## config.mk

```make
export PLATFORM = sky130hd
export DESIGN_NAME = control_unit_top
export DESIGN_NICKNAME = d
export VERILOG_FILES = /design/src/rtl/control_unit_top_pkg.sv /design/src/rtl/control_unit_top_alu_decoder.sv /design/src/rtl/control_unit_top.sv
export SDC_FILE = /design/constraint.sdc
export NUM_CORES = 1
export LEC_CHECK = 0
export ABC_AREA = 1
export CORE_AREA = 3 3 40 42
export DETAILED_ROUTE_END_ITERATION = 6
export DIE_AREA = 0 0 43 45
export PLACE_DENSITY = 0.57
export REMOVE_ABC_BUFFERS = 1
export SLEW_MARGIN = 20
export SYNTH_ARGS = -nofsm -noshare
export SYNTH_HDL_FRONTEND = slang
export SYNTH_SLANG_ARGS = --single-unit
```

## constraint.sdc

```tcl
create_clock -name vclk -period 2.79
set_input_delay 0.4185 -clock vclk [all_inputs]
set_output_delay 0.4185 -clock vclk [all_outputs]
set_load 0.02 [all_outputs]
```

## src/rtl/control_unit_top_pkg.sv

```systemverilog
// Shared encodings for the RV32I single-cycle control unit.
package control_unit_top_pkg;

  // Major opcodes (instruction[6:0])
  localparam logic [6:0] OP_LOAD   = 7'b0000011;
  localparam logic [6:0] OP_STORE  = 7'b0100011;
  localparam logic [6:0] OP_RTYPE  = 7'b0110011;
  localparam logic [6:0] OP_BRANCH = 7'b1100011;
  localparam logic [6:0] OP_ITYPE  = 7'b0010011;
  localparam logic [6:0] OP_JAL    = 7'b1101111;
  localparam logic [6:0] OP_JALR   = 7'b1100111;
  localparam logic [6:0] OP_LUI    = 7'b0110111;
  localparam logic [6:0] OP_AUIPC  = 7'b0010111;

  // Main-decoder to ALU-decoder operation class
  typedef enum logic [1:0] {
    ALUOP_ADD   = 2'b00,
    ALUOP_SUB   = 2'b01,
    ALUOP_FUNCT = 2'b10
  } alu_op_t;

  // ALU operation select
  typedef enum logic [2:0] {
    ALU_ADD = 3'b000,
    ALU_SUB = 3'b001,
    ALU_AND = 3'b010,
    ALU_OR  = 3'b011,
    ALU_SLT = 3'b101
  } alu_ctrl_t;

  // Immediate format select
  typedef enum logic [1:0] {
    IMM_I = 2'b00,
    IMM_S = 2'b01,
    IMM_B = 2'b10,
    IMM_J = 2'b11
  } imm_src_t;

endpackage

```

## src/rtl/control_unit_top_alu_decoder.sv

```systemverilog
// ALU decoder: turns ALUOp plus funct fields into the ALU operation select.
module alu_decoder
  import control_unit_top_pkg::*;
(
  input  logic [1:0] alu_op,
  input  logic [2:0] funct3,
  input  logic       op5,
  input  logic       funct7b5,
  output logic [2:0] alu_control
);

  alu_ctrl_t ctrl;

  // Select ALU operation; sub only for R-type funct3=000 with funct7[5] set
  always_comb begin
    ctrl = ALU_ADD;
    case (alu_op)
      ALUOP_ADD: ctrl = ALU_ADD;
      ALUOP_SUB: ctrl = ALU_SUB;
      ALUOP_FUNCT: begin
        case (funct3)
          3'b000:  ctrl = (op5 && funct7b5) ? ALU_SUB : ALU_ADD;
          3'b010:  ctrl = ALU_SLT;
          3'b110:  ctrl = ALU_OR;
          3'b111:  ctrl = ALU_AND;
          default: ctrl = ALU_ADD;
        endcase
      end
      default: ctrl = ALU_ADD;
    endcase
  end

  assign alu_control = ctrl;

endmodule

```

## src/rtl/control_unit_top.sv

```systemverilog
// Combinational RV32I control unit: main decoder, ALU decoder and
// asynchronous active-low output gating. clk is carried for port uniformity.
module control_unit_top
  import control_unit_top_pkg::*;
(
  input  logic       clk,
  input  logic       rst,
  input  logic [6:0] Op,
  input  logic [2:0] funct3,
  input  logic [6:0] funct7,
  output logic       RegWrite,
  output logic [1:0] ImmSrc,
  output logic       ALUSrc,
  output logic       MemWrite,
  output logic       ResultSrc,
  output logic       Branch,
  output logic [2:0] ALUControl
);

  logic       reg_write;
  imm_src_t   imm_src;
  logic       alu_src;
  logic       mem_write;
  logic       result_src;
  logic       branch;
  alu_op_t    alu_op;
  logic [2:0] alu_control;

  // clk and the unused funct7 bits feed no logic
  logic unused_inputs;
  assign unused_inputs = ^{clk, funct7[6], funct7[4:0]};

  // Main decoder: opcode to datapath strobes and ALUOp; unsupported ops are NOPs
  always_comb begin
    reg_write  = 1'b0;
    imm_src    = IMM_I;
    alu_src    = 1'b0;
    mem_write  = 1'b0;
    result_src = 1'b0;
    branch     = 1'b0;
    alu_op     = ALUOP_ADD;
    case (Op)
      OP_LOAD: begin
        reg_write  = 1'b1;
        alu_src    = 1'b1;
        result_src = 1'b1;
      end
      OP_STORE: begin
        imm_src   = IMM_S;
        alu_src   = 1'b1;
        mem_write = 1'b1;
      end
      OP_RTYPE: begin
        reg_write = 1'b1;
        alu_op    = ALUOP_FUNCT;
      end
      OP_BRANCH: begin
        imm_src = IMM_B;
        branch  = 1'b1;
        alu_op  = ALUOP_SUB;
      end
      OP_ITYPE: begin
        reg_write = 1'b1;
        alu_src   = 1'b1;
        alu_op    = ALUOP_FUNCT;
      end
      OP_JAL, OP_JALR, OP_LUI, OP_AUIPC: begin
        reg_write = 1'b0;
      end
      default: begin
        reg_write = 1'b0;
      end
    endcase
  end

  alu_decoder u_alu_decoder (
    .alu_op      (alu_op),
    .funct3      (funct3),
    .op5         (Op[5]),
    .funct7b5    (funct7[5]),
    .alu_control (alu_control)
  );

  // Reset gating is combinational so outputs clear and recover without a clock
  always_comb begin
    RegWrite   = 1'b0;
    ImmSrc     = '0;
    ALUSrc     = 1'b0;
    MemWrite   = 1'b0;
    ResultSrc  = 1'b0;
    Branch     = 1'b0;
    ALUControl = '0;
    if (rst) begin
      RegWrite   = reg_write;
      ImmSrc     = imm_src;
      ALUSrc     = alu_src;
      MemWrite   = mem_write;
      ResultSrc  = result_src;
      Branch     = branch;
      ALUControl = alu_control;
    end
  end

endmodule

```

======== Word-level counts from Yosys, hierarchy flattened ========
Cells that the tools add are included.
operators by class
  equal/unequal tests ..................... 10
  multiplexer cells ....................... 17
  reduce and logical (&&, ||, !) cells .... 5
operator list
  kind                                            count
  == test 7 x 6 -> 1 bit (second input constant)  2
  one-hot mux 3 bit (4 select lines)              1
  two-way mux 1 bit                               11
  one-hot mux 2 bit (2 select lines)              2
  == test 7 x 2 -> 1 bit (second input constant)  1
  == test 7 x 5 -> 1 bit (second input constant)  1
  == test 7 bit (second input constant)           1
  == test 3 bit (second input constant)           2
  one-hot mux 3 bit (2 select lines)              1
  OR reduction 3 bit                              2
  == test 3 x 2 -> 1 bit (second input constant)  1
  zero test 3 bit                                 1
  two-way mux 3 bit                               1
  == test 2 x 1 -> 1 bit (second input constant)  1
  == test 2 bit (second input constant)           1
  two-way mux 2 bit                               1
  OR reduction 2 bit                              1
  logical AND 1 bit                               1
storage, ports and cells
  bits in registers ....................... 0
  input bits .............................. 19
  output and inout port bits .............. 10
  word-level logic and storage cells ...... 32

======== Depth between registers and ports, before layout ========
Gate-level depths: netlist (run 1).
  word-level depth ........................ 6
  mapped depth ............................ 10
  gate-level depth less buffers ........... 10

======== By module ========
A second synthesis (run 1) with hierarchy kept.
second synthesis, totals
  cells, all modules ...................... 46
  area, all modules ....................... 220.2 um2
by module, submodules not included
  module            times used  cells each  area each (um2)  sequential area each (um2)
  control_unit_top  1           29          128.9            0.0
  alu_decoder       1           17          91.3             0.0

======== Worst setup path after synthesis (run 1) ========
Ideal clock, no wire load.
  path kind ............................... input port to output port
  from .................................... in Op[3]
  to ...................................... out ALUControl[2]
  arrival ................................. 1.533 ns
  data required time ...................... 2.372 ns
  slack ................................... 0.838 ns
  stages .................................. 7
  path buffers ............................ 0
  cell sequence ........................... nor2_1 -> nand3_2 -> nor2_2 -> inv_1 -> ha_1 -> nor2_1 -> nor3b_2
between the ends
  word-level cells in the longest chain between the ends .. 6
  elaborated cells on any way between the ends .. 9
  classes of those cells .................. 5 x eq/ne; 3 x mux; 1 x reduce/logical
RTL lines
  what                                                              RTL line                            text
  start: declaration                                                control_unit_top.sv:8               input logic [6:0] Op,
  == test 7 x 5 -> 1 bit or == test 7 x 6 -> 1 bit (tied branches)  control_unit_top.sv:42              case (Op)
  OR reduction 2 bit (no line)                                      -
  one-hot mux 2 bit (2 select lines) (*)                            control_unit_top.sv:42
  == test 2 bit or == test 2 x 1 -> 1 bit (tied branches)           control_unit_top_alu_decoder.sv:17  case (alu_op)
  one-hot mux 3 bit (2 select lines) (*)                            control_unit_top_alu_decoder.sv:17
  two-way mux 3 bit (*)                                             control_unit_top.sv:93              if (rst) begin
  end: declaration                                                  control_unit_top.sv:17              output logic [2:0] ALUControl
Every way passes the cells marked *; elsewhere a longest branch is shown, timed or not.

======== Worst setup path after layout (run 1) ========
  from .................................... in Op[6]
  to ...................................... out ALUControl[2]
Same word-level chain as after synthesis.

==> flow_summary.yaml, run 1 <==
status:
  status: "finished clean"
yosys:
  synthCells: 47
  synth_xor_area_frac: 0
  synthSimpleGateAreaFrac: 0.695
  muxShareOfSynthArea: 0
  syn-cell-area_um2: 246
  seq_area_frac_synth: 0
  netlist_top_cells_area: "nand2_1 (18%), inv_1 (14%), nor2_1 (14%)"
  synth-adder-area-share: 0.102
  yosysMostFrequentCell: "nand2_1"
  synth_top_area_share: 0.183
  ys_types: 14
  avgSynthCellArea_um2: 5.24
  synth_top_family_by_area: "simple AND/OR/NAND/NOR gates"
  synth_common_cells: "nand2_1 (12), inv_1 (9), nor2_1 (9), nand3_2 (3), nor3_1 (3)"
  synth_area_leader_cell: "nand2_1"
  synth-warning-count: 0
  synth_compound_area_frac: 0.0203
placed_design:
  place_inst: 93
  dp_hpwl_um: 683
  gp_congestion: 0.703
  port_buffers: 22
worst_setup_path:
  crit_chain: "clkdlybuf4s50_1 > nand3_2 > nor2_2 > inv_1 > ha_1 > nor2_1 > nor3b_2 > dlygate4sd2_1"
  end_kind: "output pin"
  slowest_delay_ns: 0.53
  crit_path_max_fanout: 3
  worstSetupStartpointType: "primary input"
  crit_slowest_cell: "clkdlybuf4s50_1"
  cp.arrival_ns: 2.17
  critical_path_class: "in -> out"
  critPathTopFamily: "buffers and inverters"
  critPathBufInv: 3
  worstPathRequired_ns: 2.37
timing:
  period_share: 0.926
  hold_viol: 0
  period_minus_slack_ns: 2.58
  relSlewSlack: 0.846
  rsz0062_at_grt: "false"
  max_freq_ghz: 0.387
  finalSetupTns_ns: 0
  maxSlewViolCount: 0
  tightest_slew_ns: 0.230
  setup_viol: 0
cells_and_area:
  fin_nets: 101
  seq_cells: 0
  n_fill_cell: 145
  seq_area_um2: 0
  layout.cells.non_filler: 93
  clkbuf_count: 0
  area_growth_pct: 124
  antenna_cells: 0
  drive_gt1_frac: 0.231
  multi_input_area_um2: 201
route:
  drt_iter0_drc: 2
  via_per_inst: 4.09
  route.detailed.drc: 0
  firstDrtPassIters: 2
  wirelength_um: 787
  wl_per_cell_um: 8.46
  vias: 380
  final_antenna_net_count: 0
die:
  rows: 13
  core_area_um2: 1280
  floorplan.die_area_um2: 1940
  start_util: 0.192
  pin_count: 29
  die_x_um: 43
  die_y_um: 45
power:
  leakagePower_nw: 0.278
  power_density_nw_per_um2: 78.7
  max-vdd-ir-drop_v: 0.0000432
hold_path:
  hold_path.class: "in -> out"
global_route:
  grt_max_degree: 6
  antenna_found_initial: 0
  grt_pass1_vias: 365
  track_usage: 0.0846
  grt_pass1_wl_um: 1360
  grt.overflow.total: 0
clock_tree:
  cts_hold_buf: 0
job:
  cap_violations: 0
## cell families after synthesis
| family | after synthesis |
|---|---|
| AOI/OAI and AO/OA | 1 |
| adders and majority gates | 2 |
| buffers and inverters | 11 |
| and+or+nand+nor | 33 |
## report_power, final
group          switching (mW)  total [mW]  leakage, nW  internal [mW]
Clock                       0           0            0              0
Sequential                  0           0            0              0
Combinational          0.0180      0.0435        0.278         0.0256
## cell type report
type	instances	share of cell area
Timing Repair Buffer	32	0.534
Multi-Input combinational cell	36	0.364
Inverter	10	0.0679
Tap cell	15	0.0339
## path summary, 6_finish.rpt
path | to | depth (start not counted) | startpoint | slack (ns)
setup / recovery | ALUControl[2] | 8 | Op[6] | 0.21
hold / removal | ALUControl[1] | 4 | funct3[1] | 1.56
## metal layers
metal	part of all wire	up-vias	GRT usage
met3	0.11	0	0.00797
li1	-	206	-
met5	0	-	0
met4	0	0	0
met1	0.45	154	0.100
met2	0.43	20	0.174
## stage by stage
stage	instance area, um2	utilization	hold WS (ns)	setup slack, ns	total power, mW
6_report	553	0.430	1.56	0.206	0.0435
5_1_grt	553	0.430	1.63	0.0584	0.0477
4_1_cts	551	0.428	1.72	0.0653	0.0437
3_5_place_dp	553	0.430	1.89	-0.0868	0.0435
3_3_place_gp	553	0.430	1.90	-0.0809	0.0429
2_1_floorplan	239	-	0.888	0.838	0.0128
## worst min-delay path: cells and delay by family
family / cells / cell delay [ns]
buf+inv: 2 / 0.61
simple gates: 2 / 0.11
## layout by cell type (no fill, tap or decap)
cell type         n
nor2_2            2
nand3b_1          1
nand3_1           1
inv_1             9
nor3_2            1
nor3_1            3
ha_1              2
o21ai_1           1
nand2_1          12
dlymetal6s2s_1    1
inv_2             1
clkdlybuf4s50_1  19
buf_4            10
dlygate4sd2_1     2
nor3b_2           1
nand3_2           3
nor2_1            9
## repair_timing
action,CTS,global route
setup endpoints to repair,2,1
gates resized for setup,2,1
cloned,0,0
endpoints found under the hold margin,0,0
setup buffers,0,0
Note: power is estimated with default switching activity, not from simulation.
==> inputs of run 2 (changes only) <==
ABC_CLOCK_PERIOD_IN_PS = 2790   (was default)
==> results of run 2 <==
Same layout as run 1: the final DEF is identical, and so are final timing and power.
